--- src/rtl/sipo_word_assembler.sv ---
// Serial-in/parallel-out word assembler with a single-entry valid/ready output register.
// Optional even-parity frame bit when PARITY_CHECK_EN is defined.
module sipo_word_assembler #(
    parameter int WIDTH     = 8,
    parameter bit MSB_FIRST = 1'b1
) (
    input  logic                           clk,
    input  logic                           rst_n,
    input  logic                           sin_valid,
    input  logic                           sin_bit,
    output logic                           sin_ready,
    input  logic                           clr,
    output logic                           word_valid,
    output logic [WIDTH-1:0]               word_data,
    input  logic                           word_ready,
    output logic [$clog2(WIDTH+2)-1:0]     bit_cnt,
    output logic                           parity_err
);

`ifdef PARITY_CHECK_EN
    localparam int N = WIDTH + 1;
`else
    localparam int N = WIDTH;
`endif
    localparam int CNT_W = $clog2(WIDTH+2);
    localparam logic [CNT_W-1:0] LAST   = CNT_W'(N);
    localparam logic [CNT_W-1:0] PENULT = CNT_W'(N-1);

    typedef enum logic {COLLECT, STALL} state_t;

    state_t             state_q, state_d;
    logic [N-1:0]       sr_q, sr_d, sr_shift;
    logic [CNT_W-1:0]   cnt_d;
    logic               load;
    logic               out_free;
    logic [WIDTH-1:0]   load_data;

    assign out_free = ~word_valid | word_ready;

    // The data bits always occupy the end of the frame that saw the first bit;
    // the parity bit (if any) sits at the opposite end.
    assign sr_shift  = MSB_FIRST ? {sr_q[N-2:0], sin_bit} : {sin_bit, sr_q[N-1:1]};
    assign load_data = MSB_FIRST ? sr_d[N-1 -: WIDTH] : sr_d[WIDTH-1:0];

    always_comb begin
        state_d   = state_q;
        sr_d      = sr_q;
        cnt_d     = bit_cnt;
        load      = 1'b0;
        sin_ready = 1'b0;
        unique case (state_q)
            COLLECT: begin
                sin_ready = rst_n;
                if (clr) begin
                    sr_d  = '0;
                    cnt_d = '0;
                end else if (sin_valid) begin
                    sr_d = sr_shift;
                    if (bit_cnt == PENULT) begin
                        if (out_free) begin
                            load  = 1'b1;
                            cnt_d = '0;
                        end else begin
                            cnt_d   = LAST;
                            state_d = STALL;
                        end
                    end else begin
                        cnt_d = bit_cnt + 1'b1;
                    end
                end
            end
            STALL: begin
                if (clr) begin
                    sr_d    = '0;
                    cnt_d   = '0;
                    state_d = COLLECT;
                end else if (out_free) begin
                    load    = 1'b1;
                    cnt_d   = '0;
                    state_d = COLLECT;
                end
            end
            default: state_d = COLLECT;
        endcase
    end

    always_ff @(posedge clk or negedge rst_n) begin
        if (!rst_n) begin
            state_q <= COLLECT;
            sr_q    <= '0;
            bit_cnt <= '0;
        end else begin
            state_q <= state_d;
            sr_q    <= sr_d;
            bit_cnt <= cnt_d;
        end
    end

    always_ff @(posedge clk or negedge rst_n) begin
        if (!rst_n) begin
            word_valid <= 1'b0;
            word_data  <= '0;
        end else if (load) begin
            word_valid <= 1'b1;
            word_data  <= load_data;
        end else if (word_ready) begin
            word_valid <= 1'b0;
        end
    end

`ifdef PARITY_CHECK_EN
    // Reduction over the whole frame equals ^{data, parity_bit}.
    always_ff @(posedge clk or negedge rst_n) begin
        if (!rst_n) begin
            parity_err <= 1'b0;
        end else if (load) begin
            parity_err <= ^sr_d;
        end else if (word_ready) begin
            parity_err <= 1'b0;
        end
    end
`else
    assign parity_err = 1'b0;
`endif

endmodule

--- config.mk ---
export PLATFORM = sky130hd
export DESIGN_NAME = sipo_word_assembler
export DESIGN_NICKNAME = d
export VERILOG_FILES = /design/src/rtl/sipo_word_assembler.sv
export SDC_FILE = /design/constraint.sdc
export NUM_CORES = 1
export LEC_CHECK = 0
export CAP_MARGIN = 25
export CORE_MARGIN = 4
export CORE_UTILIZATION = 52
export CTS_CLUSTER_SIZE = 25
export DETAILED_ROUTE_END_ITERATION = 7
export GPL_ROUTABILITY_DRIVEN = 1
export GPL_TIMING_DRIVEN = 1
export PLACE_DENSITY = 0.83
export SETUP_SLACK_MARGIN = 0.4
export SLEW_MARGIN = 20
export SYNTH_ARGS = -nofsm -noshare
export SYNTH_HDL_FRONTEND = slang
export SYNTH_SLANG_ARGS = --single-unit
--- constraint.sdc ---
create_clock -name clk -period 4 [get_ports clk]
set_clock_uncertainty 0.1 [all_clocks]
set_input_delay 0.6 -clock clk [delete_from_list [all_inputs] [get_ports clk]]
set_output_delay 0.6 -clock clk [all_outputs]
set_load 0.05 [all_outputs]
# Word-level counts from Yosys, hierarchy flattened
# Cells that the tools add are included.
# word_totals
register_bits	22
latch_bits	0
ram_bits	0
rom_bits	0
inputBits	6
output_inout_bits	15
elab_cells	40
mem_count	0
# classes
n_addsub	1
multipliers	0
n_div	0
n_lt_le_gt_ge	0
eq_ne	3
n_shift	0
n_mux	26
bitwise	3
reduce_logical	2
# ops
op	count
$mux 4	6
$mux 8	3
$pmux 8 s2	1
$mux 1	13
$pmux 4 s2	1
$add 4x1->4 const B	1
$eq 4x3->1 const B	1
$pmux 1 s2	2
$ne 3x2->1 const B	1
$ne 3x3->1 const B	1
$not 1->1	2
$reduce_and 2->1	1
$reduce_bool 2->1	1
$or 1x1->1	1

# Longest topological paths before layout
# Gate-level depths: netlist (run 1).
# logic_depth
word_depth	8
depth_mapped	5
mapped_depth_nobuf	5

# Worst setup path before layout (run 1)
# Ideal clock, no wire load.
# synth_timing
kind	input to output
startpoint	in rst_n
endpoint	out sin_ready
arrival_time_ns	1.307
t_required_ns	3.300
setup_slack_ns	1.993
path_stages	1
n_path_buf	0
path_cell_list	nor2b_1
# synth_via
elab_chain_len	1
# synth_rtl
item	line_no	rtl
start, declared	8	input logic rst_n,
$mux 1	51	unique case (state_q)
end, declared	11	output logic sin_ready,
# Every way passes these cells.

# Worst setup path in the final report (run 1)
# Ends and elaborated chain as after synthesis.

==> metrics.cfg, run 1 <==
[detailed_routing]
wl_per_cell_um=14.3
final_antenna_net_count=0
drc=0
vias_per_cell=5.36
drtIter0Drc=16
first_pass_iters=4
vias=708
finalWirelength_mm=1.89

[setup_path]
critical_path_arrival_ns=2.01
reg2regPathDepth=5
ff2ff_setup_slack_ns=2.15
crit_path_start_kind=input port
path_cells=clkdlybuf4s50_1 > nor2b_1 > clkdlybuf4s50_1
r2r_end=word_data[5]
r2r-start=bit_cnt[0]
crit_top_cell=clkdlybuf4s50_1
end_kind=output port
crit_end=sin_ready
crit_path_start=rst_n
path_class=in -> out
crit_fanout=2
crit_family=buffers and inverters
cp_num_buf_inv=2
slowest_delay_ns=0.80
critical_path_required_ns=3.30
slowest_stage=clkdlybuf4s50_1
crit_cells=3

[synth]
synth_fa_ha_area_frac=0.0128
yosys_warnings=0
synthTopCellsByArea=dfrtp_1 (56%), mux2_2 (9.2%), nand2_1 (8.1%)
syn_avg_cell_area_um2=11.1
synth.area.mux_share=0.0923
yosysTopAreaCell=dfrtp_1
synth_enable_flop_cells=0
yosys_register_bits=22
syn_inst=88
synth_ff_type=dfrtp_1
yosysSeqAreaShare=0.564
syn_area_um2=976
yosys.cell_types.count=25
yosysMostFrequentCell=dfrtp_1
synth_fp_nets=95
synth_common_cells=dfrtp_1 (22), nand2_1 (21), a21oi_1 (9)
synthXorXnorAreaFrac=0.00897
synth_compound_area_frac=0.109
synth_top_family_by_area=simple AND/OR/NAND/NOR gates
synth-simple-area-share=0.178
synth_top_area_frac=0.564
async_reset_ff_frac=1.00

[clocking]
post_cts_buffers=0
clock-sinks=22
clock_tree.root_cell=clkbuf_4
insertion_delay_ns=0.30
ctsHoldBuffers=0
post_cts_resized=0
htreeDepth=1
cts_tree=done
cts_buffers=3
cts.reportedPaths.clkPinSlew_ns=0.11
ctsLongestPathBuffers=2

[placed_design]
numPortBuffers=19
place_inst=129
gp_congestion=0.797
dp_hpwl_mm=1.35
dp_slack_ns=1.29

[layout]
drive_gt1_frac=0.140
area_growth_syn_to_layout_pct=22.7
final_cells=132
multiInputGateArea_um2=395
n_fill_cell=140
finalNetCount=116
regArea_um2=551
antenna_cells=0
fin_util=0.686

[die]
initial_core_util=0.559
design.core.area_mm2=0.00175
dieArea_mm2=0.00263
die_w_um=51.3
rows=15
ioPinCount=21
die-height_um=51.3

[timing]
tightest_slew_ns=0.672
setup_slack_ns=1.29
rsz0062_at_grt=false
slew_violations=0
period_share=0.677
hold_viol_final=0
slew_headroom=0.551
setup_viol=0
tns_ns=0
fmax_mhz=369
min_period_ns=2.71

[power]
power_leakage_nw=0.533
power_w=0.000362
p_per_area_mw_per_mm2=302
vdd_ir_drop_max_uv=313

[global_route]
grt_pass1_vias=755
track_usage=0.162
grt_max_degree=23
grt-ovfl-total=0
grt_pass1_wl_mm=3.28
antenna_found_initial=0

[flow_run]
cap_violations=0

[min_path]
hold_path.class=reg -> reg

[run_status]
status=complete, no violations

-- cells by family (layout without fill, tap and decap cells) --
family | after synthesis | count (layout)
muxes | 8 | 8
and+or+nand+nor | 35 | 35
AOI/OAI and AO/OA | 16 | 16
buffers and inverters | 4 | 23
xor gates and xnor gates | 1 | 1
adders and majority gates | 1 | 1
DFF | 22 | 22
other | 1 | 1
-- area by class of cell --
type / count / area share
sequential: 22 / 0.460
tap: 25 / 0.0261
timing repair buffer: 20 / 0.165
multi-input combinational: 62 / 0.330
clock buffer: 3 / 0.0188
-- where the power goes --
part           switching, W   total, W  internal, W
combinational     0.0000248  0.0000384    0.0000136
sequential       0.00000330   0.000228     0.000225
clock             0.0000602  0.0000953    0.0000351
-- sequential cells by signal (all words and copies together), names as in the netlist --
register,count
sr_q,8
word_data,8
bit_cnt,4
state_q,1
word_valid,1
-- metrics by stage --
step	hold slack [ns]	cell area, um2
after floorplan	0.204	976
after global placement	0.389	1170
after detailed placement	0.397	1170
after CTS	0.423	1200
after global routing	0.451	1200
final	0.420	1200
-- metal layers --
| layer | GRT usage | share of wire |
|---|---|---|
| met1 | 0.206 | 0.43 |
| met2 | 0.279 | 0.50 |
| met3 | 0.0379 | 0.058 |
| met4 | 0.0393 | 0.0063 |
| met5 | 0 | 0 |
-- layout by cell type, fill, tap and decap left out, drive strengths merged --
cell type and count:
nor2b 3, clkdlybuf4s50 19, nand2 21, mux2 8, and4b 1, nand3b 1, nand2b 3, o21ai 1
ha 1, nor3b 2, nand4 1, nor2 3, buf 1, a21o 1, a21oi 9, o211ai 1
dfrtp 22, conb 1, o22a 1, o21bai 1, xor2 1, a22o 1, a211oi 1, clkbuf 3
-- worst min path at each step --
stage	end	start	slack, ns	cells after the start
floorplan	bit_cnt[0]	rst_n	0.20	0
global placement	word_data[4]	word_data[4]	0.39	1
detailed placement	word_data[7]	word_data[7]	0.40	1
CTS	word_data[7]	word_data[7]	0.42	1
global route	word_data[1]	word_data[1]	0.45	1
finish	word_data[7]	word_data[7]	0.42	1
Note: power is estimated with default switching activity, not from simulation.
==> run 2: changes to the inputs <==
--- a/config.mk
+++ b/config.mk
@@ -7,12 +7,12 @@
 export LEC_CHECK = 0
 export CAP_MARGIN = 25
 export CORE_MARGIN = 4
-export CORE_UTILIZATION = 52
+export CORE_UTILIZATION = 44
 export CTS_CLUSTER_SIZE = 25
 export DETAILED_ROUTE_END_ITERATION = 7
 export GPL_ROUTABILITY_DRIVEN = 1
 export GPL_TIMING_DRIVEN = 1
-export PLACE_DENSITY = 0.83
+export PLACE_DENSITY = 0.75
 export SETUP_SLACK_MARGIN = 0.4
 export SLEW_MARGIN = 20
 export SYNTH_ARGS = -nofsm -noshare
==> constraint.sdc (replaced) <==
create_clock -name clk -period 2.45 [get_ports clk]
set_clock_uncertainty 0.1 [all_clocks]
set_input_delay 0.3675 -clock clk [delete_from_list [all_inputs] [get_ports clk]]
set_output_delay 0.3675 -clock clk [all_outputs]
set_load 0.05 [all_outputs]
==> metrics.cfg, run 2 (same netlist as run 1, synthesis figures left out) <==
[detailed_routing]
first_pass_iters=4  ; unchanged
vias_per_cell=5.12  ; was 5.36
wl_per_cell_um=13.5  ; was 14.3 um
drc=0  ; unchanged
vias=701  ; was 708
finalWirelength_mm=1.84  ; was 1.89 mm
drtIter0Drc=13  ; was 16
final_antenna_net_count=0  ; unchanged

[clocking]
htreeDepth=1  ; unchanged
clock-sinks=22  ; unchanged
ctsLongestPathBuffers=2  ; unchanged
cts.reportedPaths.clkPinSlew_ns=0.12  ; was 0.11 ns
cts_buffers=3  ; unchanged
clock_tree.root_cell=clkbuf_4  ; unchanged
cts_tree=done  ; unchanged
insertion_delay_ns=0.31  ; was 0.30 ns

[timing]
fmax_mhz=508
rsz0062_at_grt=false  ; unchanged
setup_viol=0  ; unchanged
hold_viol_final=0  ; unchanged
period_share=0.803
min_period_ns=1.97
tightest_slew_ns=0.503  ; was 0.672 ns
setup_slack_ns=0.482  ; was 1.29 ns
tns_ns=0  ; unchanged
slew_headroom=0.664  ; was 0.551
slew_violations=0  ; unchanged

[global_route]
grt_max_degree=23  ; unchanged
track_usage=0.154  ; was 0.162
grt_pass1_vias=690  ; was 755
grt-ovfl-total=0  ; unchanged
antenna_found_initial=0  ; unchanged
grt_pass1_wl_mm=3.21  ; was 3.28 mm

[setup_path]
critical_path_arrival_ns=1.50  ; was 2.01 ns
path_cells=clkdlybuf4s50_1  ; was clkdlybuf4s50_1 > nor2b_1 > clkdlybuf4s50_1
slowest_delay_ns=0.81  ; was 0.80 ns
path_class=reg -> out  ; was in -> out
critical_path_required_ns=1.98  ; was 3.30 ns
crit_fanout=3  ; was 2
reg2regPathDepth=5  ; unchanged
slowest_stage=clkdlybuf4s50_1  ; unchanged
end_kind=output port  ; unchanged
r2r-start=bit_cnt[0]  ; unchanged
cp_num_buf_inv=1  ; was 2
r2r_end=word_data[1]  ; was word_data[5]
crit_path_start_kind=flop  ; was input port
ff2ff_setup_slack_ns=0.63  ; was 2.15 ns
crit_family=buffers and inverters  ; unchanged

[layout]
finalNetCount=118  ; was 116
n_fill_cell=176  ; was 140
layout_common_cells=dfrtp_1 (22), nand2_1 (21), clkdlybuf4s50_1 (14)  ; was dfrtp_1 (22), nand2_1 (21), clkdlybuf4s50_1 (19)
area_growth_syn_to_layout_pct=28.5  ; was 22.7%
top_regs=sr_q (8), word_data (8), bit_cnt (4)  ; unchanged
final_common_cell=dfrtp_1  ; unchanged
drive_gt1_frac=0.173  ; was 0.140
antenna_cells=0  ; unchanged

[power]
vdd_ir_drop_max_uv=618  ; was 313 uV
power_leakage_nw=0.593  ; was 0.533 nW
power_w=0.000715  ; was 0.000362 W
p_per_area_mw_per_mm2=571  ; was 302 mW/mm2

[die]
initial_core_util=0.478  ; was 0.559
dieArea_mm2=0.00304  ; was 0.00263 mm2
design.core.area_mm2=0.00204  ; was 0.00175 mm2
ioPinCount=21  ; unchanged
die_w_um=55.1  ; was 51.3 um
rows=16  ; was 15
die-height_um=55.1  ; was 51.3 um

[placed_design]
dp_slack_ns=0.383  ; was 1.29 ns
numPortBuffers=19  ; unchanged
dp_hpwl_mm=1.29  ; was 1.35 mm
gp_congestion=0.733  ; was 0.797

[min_path]
hold_path.class=in -> async  ; was reg -> reg

[flow_run]
cap_violations=0  ; unchanged

[run_status]
status=complete, no violations  ; unchanged

-- run 2: report_power, final --
| part | switching (W) | leakage, nW | internal [W] | total [W] |
|---|---|---|---|---|
| Combinational | 0.0000425 | 0.260 | 0.0000241 | 0.0000665 |
| Clock | 0.000111 | 0.0279 | 0.000165 | 0.000276 |
| Sequential | 0.00000478 | 0.305 | 0.000368 | 0.000372 |
| Total | 0.000158 | 0.593 | 0.000557 | 0.000715 |
-- run 2: through the flow --
step | hold WS, ns | instance area [um2] | util | instances
after global placement | 0.391 | 1200 | 0.589 | 133
final | 0.328 | 1250 | 0.614 | 137
after detailed placement | 0.394 | 1200 | 0.589 | 133
after floorplan | -0.0281 | 976 | - | 88
after CTS | 0.333 | 1250 | 0.613 | 137
after global routing | 0.352 | 1250 | 0.614 | 137
-- run 2: metal layers --
metal | GRT usage | vias to the layer above | share of wire
met4 | 0.0729 | 0 | 0.012
met5 | 0 | - | 0
li1 | - | 343 | -
met3 | 0.0322 | 4 | 0.047
met1 | 0.220 | 337 | 0.50
met2 | 0.220 | 17 | 0.45
-- run 2: layout make-up --
| cell class | count | area, um2 | area share |
|---|---|---|---|
| Multi-Input combinational cell | 62 | 395 | 0.315 |
| Clock inverter | 1 | 30.0 | 0.0240 |
| Tap cell | 27 | 33.8 | 0.0269 |
| Sequential cell | 22 | 551 | 0.439 |
| Clock buffer | 3 | 22.5 | 0.0180 |
| Timing Repair Buffer | 22 | 221 | 0.177 |
-- run 2: worst max path at each step --
stage / start / to / slack (ns) / depth (start not counted)
final: word_valid / word_valid / 0.48 / 1
after global routing: word_data[0] / word_data[0] / 0.43 / 1
after CTS: bit_cnt[3] / bit_cnt[3] / 0.41 / 1
after detailed placement: sin_valid / word_data[2] / 0.38 / 5
after global placement: sin_valid / word_data[1] / 0.42 / 5
after floorplan: bit_cnt[0] / word_data[0] / 0.45 / 5
-- run 2: repair_timing --
item | in CTS | in global routing
gates resized for setup | 3 | 1
endpoints found under the setup margin | 3 | 1
setup buffers | 0 | 0
hold buffers | 0 | 0
